==> src/rtl/modulo_pkg.sv <==
// Shared types and constants for the self-sequenced remainder/quotient unit.
package modulo_pkg;

  typedef enum logic [2:0] {
    IDLE,
    LOAD,
    ITER,
    FIX,
    DONE
  } state_t;

  localparam logic ERR_DIV0 = 1'b1;

  // Counter width able to hold WIDTH-1; never narrower than one bit.
  function automatic int cnt_w(input int width);
    return (width > 2) ? $clog2(width) : 1;
  endfunction

endpackage

==> src/rtl/modulo_sub_step.sv <==
// One restoring shift-subtract step: shifts in the next dividend bit and
// subtracts the divisor magnitude when the shifted remainder is large enough.
module modulo_sub_step
  import modulo_pkg::*;
#(
  parameter int WIDTH = 16
) (
  input  logic [WIDTH:0]   r_i,
  input  logic [WIDTH-1:0] divisor_i,
  input  logic             bit_i,
  output logic [WIDTH:0]   r_o,
  output logic             q_o
);

  logic [WIDTH:0] shifted;
  logic [WIDTH:0] div_ext;

  always_comb begin
    shifted = {r_i[WIDTH-1:0], bit_i};
    div_ext = {1'b0, divisor_i};
    q_o     = (shifted >= div_ext);
    r_o     = q_o ? (shifted - div_ext) : shifted;
  end

endmodule

==> src/rtl/modulo_unit_param.sv <==
// Width-parametrised A mod B / A div B unit, one quotient bit per clock,
// with optional two's-complement mode and divide-by-zero flagging.
module modulo_unit_param
  import modulo_pkg::*;
#(
  parameter int WIDTH     = 16,
  parameter int SIGNED_EN = 1
) (
  input  logic             clk,
  input  logic             rst_ni,
  input  logic             start_i,
  input  logic             signed_i,
  input  logic [WIDTH-1:0] dividend_i,
  input  logic [WIDTH-1:0] divisor_i,
  output logic             ready_o,
  output logic             valid_o,
  output logic             err_o,
  output logic [WIDTH-1:0] remainder_o,
  output logic [WIDTH-1:0] quotient_o
);

  localparam int   CW        = cnt_w(WIDTH);
  localparam logic SIGNED_OK = (SIGNED_EN != 0);

  state_t           state, state_next;
  logic [WIDTH-1:0] a_q, b_q, b_abs_q, q_q, rem_q, quo_q;
  logic [WIDTH-1:0] a_abs, b_abs;
  logic [WIDTH:0]   r_q, r_next;
  logic [CW-1:0]    cnt_q;
  logic             sgn_q, sign_a_q, neg_q, div0_q, err_q, q_bit;

  modulo_sub_step #(.WIDTH(WIDTH)) u_step (
    .r_i       (r_q),
    .divisor_i (b_abs_q),
    .bit_i     (q_q[WIDTH-1]),
    .r_o       (r_next),
    .q_o       (q_bit)
  );

  // Magnitudes; MIN negates to itself, which is exactly 2^(WIDTH-1) unsigned.
  always_comb begin
    a_abs = (sgn_q && a_q[WIDTH-1]) ? -a_q : a_q;
    b_abs = (sgn_q && b_q[WIDTH-1]) ? -b_q : b_q;
  end

  always_ff @(posedge clk or negedge rst_ni) begin
    if (!rst_ni) state <= IDLE;
    else         state <= state_next;
  end

  // Divide-by-zero still passes through FIX so results are registered in one place.
  always_comb begin
    state_next = state;
    case (state)
      IDLE: if (start_i) state_next = LOAD;
      LOAD: state_next = (b_q == '0) ? FIX : ITER;
      ITER: if (cnt_q == '0) state_next = FIX;
      FIX:  state_next = DONE;
      DONE: state_next = IDLE;
      default: state_next = IDLE;
    endcase
  end

  always_ff @(posedge clk or negedge rst_ni) begin
    if (!rst_ni) begin
      a_q      <= '0;
      b_q      <= '0;
      b_abs_q  <= '0;
      q_q      <= '0;
      r_q      <= '0;
      cnt_q    <= '0;
      sgn_q    <= 1'b0;
      sign_a_q <= 1'b0;
      neg_q    <= 1'b0;
      div0_q   <= 1'b0;
      err_q    <= 1'b0;
      rem_q    <= '0;
      quo_q    <= '0;
    end else begin
      case (state)
        IDLE: if (start_i) begin
          a_q   <= dividend_i;
          b_q   <= divisor_i;
          sgn_q <= signed_i & SIGNED_OK;
          err_q <= 1'b0;
        end
        LOAD: begin
          q_q      <= a_abs;
          b_abs_q  <= b_abs;
          r_q      <= '0;
          cnt_q    <= CW'(WIDTH - 1);
          sign_a_q <= sgn_q & a_q[WIDTH-1];
          neg_q    <= sgn_q & (a_q[WIDTH-1] ^ b_q[WIDTH-1]);
          div0_q   <= (b_q == '0);
        end
        ITER: begin
          r_q   <= r_next;
          q_q   <= {q_q[WIDTH-2:0], q_bit};
          cnt_q <= cnt_q - CW'(1);
        end
        // Truncation toward zero: remainder follows A, quotient negated on sign mismatch.
        FIX: begin
          if (div0_q) begin
            err_q <= ERR_DIV0;
            rem_q <= a_q;
            quo_q <= '1;
          end else begin
            err_q <= 1'b0;
            rem_q <= sign_a_q ? -r_q[WIDTH-1:0] : r_q[WIDTH-1:0];
            quo_q <= neg_q ? -q_q : q_q;
          end
        end
        default: ;
      endcase
    end
  end

  assign ready_o     = (state == IDLE);
  assign valid_o     = (state == DONE);
  assign err_o       = err_q;
  assign remainder_o = rem_q;
  assign quotient_o  = quo_q;

endmodule

==> config.mk <==
export PLATFORM = sky130hd
export DESIGN_NAME = modulo_unit_param
export DESIGN_NICKNAME = d
export VERILOG_FILES = /design/src/rtl/modulo_pkg.sv /design/src/rtl/modulo_sub_step.sv /design/src/rtl/modulo_unit_param.sv
export SDC_FILE = /design/constraint.sdc
export NUM_CORES = 1
export LEC_CHECK = 0
export BUFFER_PORTS_ARGS = -buffer_cell sky130_fd_sc_hd__buf_4
export CORE_MARGIN = 1.5
export CORE_UTILIZATION = 60
export DETAILED_ROUTE_END_ITERATION = 6
export PLACE_DENSITY = 0.82
export REMOVE_ABC_BUFFERS = 1
export SYNTH_ARGS = -nofsm -noshare
export SYNTH_HDL_FRONTEND = slang
export SYNTH_SLANG_ARGS = --single-unit
export TNS_END_PERCENT = 20
==> constraint.sdc <==
create_clock -name clk -period 3.7 [get_ports clk]
set_input_delay 0.74 -clock clk [delete_from_list [all_inputs] [get_ports clk]]
set_output_delay 0.74 -clock clk [all_outputs]
set_load 0.01 [all_outputs]
==> Implementation_results.wiki <==
{| class="wikitable"
! Metric !! Value
|-
| Result of the run || finished, final reports clean
|-
| Buffers from clock root to sink, at most || 2
|-
| Maximum number of pins on one net before global-route repair || 68
|-
| Most common flop cell mapped by yosys || dfrtp_1
|-
| Overall die height || 110.9 um
|-
| Finished Core Util || 0.7280
|-
| Maximum Capacitance Violations || 0
|-
| Count of buffers from port buffering || 70
|-
| Power per unit of standard cell area || 1115 nW/um^2
|-
| Setup Buffers After CTS || 0
|-
| Number of antenna violations at the first check in global routing || 0
|-
| Clock latency reported for the late side of the worst-skew pair || 0.43 ns
|-
| Number of enable flip-flop cells after synthesis || 0
|-
| Total setup violations reported at the end of the flow || 0
|-
| Post-route worst setup slack || 1.007 ns
|-
| Sum of routed wire length over all layers || 16.96 mm
|-
| Leakage power || 3.639 nW
|-
| Number of top-level pins || 71
|-
| Worst ir drop on vdd || 703.6 uV
|-
| Critical path, cell by cell || ha_1, and3_1, nand3_1, o31a_1, a32o_1, a31oi_2, buf_4, mux2i_1, o22ai_1
|-
| Fin area || 8277 sq um
|-
| Register-to-register path setup slack || 1.01 ns
|-
| Number of cells on the critical path || 9
|-
| Cells after DPL || 918
|-
| Post-layout min period || 2.693 ns
|-
| Seq/Total Area, Yosys || 0.4441
|-
| Post-layout power || 9.226 mW
|-
| Area share of the leading cell type in the synthesized netlist || 0.4441
|-
| Crit Path Max Fanout || 20
|-
| Endpoint type of the worst setup path || register
|-
| Initial detailed-routing violation count || 339
|-
| Post-route fraction of the period consumed by the critical path || 0.7278
|-
| PostCTS Resize Cnt || 0
|-
| Number of nets in the finished design || 852
|-
| Sinks on the clock net || 124
|-
| Critical path capture point || r_q[1]$_DFFE_PN0P_
|-
| Final estimated routing congestion in global placement || 0.9155
|-
| Number of non-filler instances in the completed layout || 950
|-
| Number of hold buffers added after cts || 0
|-
| Post-synthesis cell type count || 63
|-
| Tightest hold margin || 0.4192 ns
|-
| Syn-to-layout area delta || 18.46%
|-
| Max Clock Freq || 0.3713 GHz
|-
| Transition time at the pin with the least slew margin || 0.8643 ns
|-
| Via count || 5,697
|-
| Setup Crit Path Kind || register to register
|-
| Sum of overflow across all layers after global routing || 0
|-
| Type of origin of the critical path || register
|-
| Final Hold Fails || 0
|-
| Clock tree skew after final layout || 0.009617 ns
|-
| Worst slack at placement || 1.021 ns
|-
| Number of instances in the synthesized netlist || 735
|-
| Library cell occupying the most area in the post-synthesis netlist || dfrtp_1
|-
| CP max-delay cell || ha_1
|-
| Avg Synthesized Cell Area || 9.506 sq um
|-
| Fraction of final layout cells with drive strength greater than 1 || 0.1834
|-
| DR DRC count || 0
|-
| Horizontal extent of the die || 110.9 um
|-
| Share of flip-flops with an asynchronous set or reset || 1.000
|-
| Clock input transition at the sequential cells of the worst setup and hold paths || 0.06 ns
|-
| Area taken by multi-input logic gates || 3600 sq um
|-
| Worst stage delay on the critical path || 0.46 ns
|-
| Combined global-route utilization of all metal layers || 0.2914
|-
| Max Transition Viols Final || 0
|-
| Reg2reg end || r_q[1]$_DFFE_PN0P_
|-
| Vias in the first global route || 5,661
|-
| Final HPWL DP || 11.95 mm
|-
| Final setup TNS || 0 ns
|-
| Effective utilization at floorplan || 0.6145
|-
| Wirelength per Cell || 17.85 um
|-
| Required time at the worst-slack endpoint || 3.99 ns
|-
| Top cells by area in the synthesized netlist || dfrtp_1 (44%), xnor2_1 (5.8%), nand2_1 (4.8%)
|-
| TritonCTS clock tree || done
|-
| Synthesis-stage register bit count || 124
|-
| Core area || 11,370 sq um
|-
| Register-to-Register Path Depth || 9
|-
| Clk Tree Root Cell || clkbuf_16
|-
| Critical path buffer and inverter count || 1
|-
| Cell Area, Synth || 6987 sq um
|-
| Filler Cell Count || 852
|-
| Worst path arrival time || 2.99 ns
|-
| Number of H-tree branching levels || 4
|-
| Die area || 12,300 sq um
|-
| Antenna Nets Post-Route || 0
|-
| CTS Buf Count || 17
|-
| Warnings from Yosys || 0
|-
| Reg-to-reg startpoint || r_q[11]$_DFFE_PN0P_
|-
| Top Family by Delay on Critical Path || compound AO/OA/AOI/OAI gates
|-
| Cell Area, Placed || 7619 sq um
|-
| Register cell area after layout || 3103 sq um
|-
| Worst setup startpoint || r_q[11]$_DFFE_PN0P_
|-
| Setup repair after global routing missed its margin || false
|-
| First-pass DRT Iterations || 5
|-
| Number of core rows || 39
|-
| Antenna diode count || 0
|-
| Relative max-transition margin || 0.4238
|-
| Global-route wire length before repair || 28.27 mm
|-
| Number of vias per cell || 5.997
|-
| Class of the most critical hold timing path || input pin to asynchronous set/reset pin
|}
kinds of logic after synthesis:
group / after synthesis / share of synthesized area
flops: 124 / 0.4441
mux: 48 / 0.07378
compound gates: 202 / 0.1827
buf+inv: 74 / 0.04226
fa+ha+maj: 22 / 0.04047
simple gates: 197 / 0.1314
xor+xnor: 68 / 0.08524
synth_stat cells (6+ instances only):
cell,instances
o21ai_0,61
xor2_1,22
clkbuf_1,30
o41ai_1,6
mux2i_1,20
nand2_1,90
nand2b_1,11
xnor2_1,46
nor2_1,39
o21ai_1,25
a21oi_1,29
dfrtp_1,124
inv_1,34
a22oi_1,14
o211ai_1,6
nand4_1,6
ha_1,21
nand3_1,11
a31oi_1,9
o22a_1,11
nor3_1,12
o31ai_1,7
mux2_2,28
cell type report:
type                       count  share of cell area
sequential                   124              0.3749
tap                          143             0.02162
clock buffer                  20             0.05639
inverter                      35             0.01587
clock inverter                12             0.02313
multi-input combinational    537              0.4349
timing repair buffer          79             0.07317
power breakdown:
part           switching (mW)  internal (mW)
logic                    2.56           2.09
registers               0.757           1.99
clock network           0.597           1.24
total                    3.91           5.31
layer usage:
metal / track usage / part of all wire
met5: 0 / 0
met4: 0.1325 / 0.028
met3: 0.05686 / 0.047
met2: 0.4963 / 0.52
met1: 0.3593 / 0.41
worst min-delay path by stage:
stage	from	endpoint	slack, ns
final	rst_ni	quotient_o[13]$_DFFE_PN0P_	0.42
after global routing	rst_ni	q_q[11]$_DFFE_PN0P_	0.50
after CTS	rst_ni	quotient_o[13]$_DFFE_PN0P_	0.44
after detailed placement	quotient_o[14]$_DFFE_PN0P_	quotient_o[14]$_DFFE_PN0P_	0.47
after global placement	quotient_o[13]$_DFFE_PN0P_	quotient_o[13]$_DFFE_PN0P_	0.46
after floorplan	rst_ni	a_q[0]$_DFFE_PN0P_	0.44
placed cells by master, fill, tap and decap left out, types with 3 or more instances in the layout:
master     instances
bufinv_16          5
o31ai_1            7
nand3b_1           4
nor2b_1            3
a21o_1             4
clkinv_2           5
mux2_2            28
o211ai_1           6
a22oi_1           14
o21ai_0           61
buf_4             78
clkbuf_8           3
o21a_1             3
nand4_1            6
nor3b_1            3
nor2_1            39
dfrtp_1          124
nand2_1           90
a31oi_1            8
o22ai_1            3
or3_1              3
inv_1             34
xor2_1            22
mux2i_1           20
o22a_1            11
o221ai_1           3
o41ai_1            6
xnor2_1           46
nand3_1           11
a21oi_1           29
nor3_1            12
nand2b_1          11
o21ai_1           25
clkbuf_16         17
ha_1              21
a211oi_1           3
worst register-to-register path, stage by stage (launching register included):
cell and delay [ns]:
dfrtp_1 0.45, ha_1 0.46, and3_1 0.20, nand3_1 0.09, o31a_1 0.29, a32o_1 0.28, a31oi_2 0.13, buf_4 0.33
mux2i_1 0.23, o22ai_1 0.10
state kept, by name, indices dropped and copies added, names as in the netlist:
signal,count
a_q,16
b_abs_q,16
b_q,16
cnt_q,4
div0_q,1
err_o,1
neg_q,1
q_q,16
quotient_o,16
r_q,16
remainder_o,16
sgn_q,1
sign_a_q,1
state,3
No activity file was read; power rests on OpenSTA's default activity.
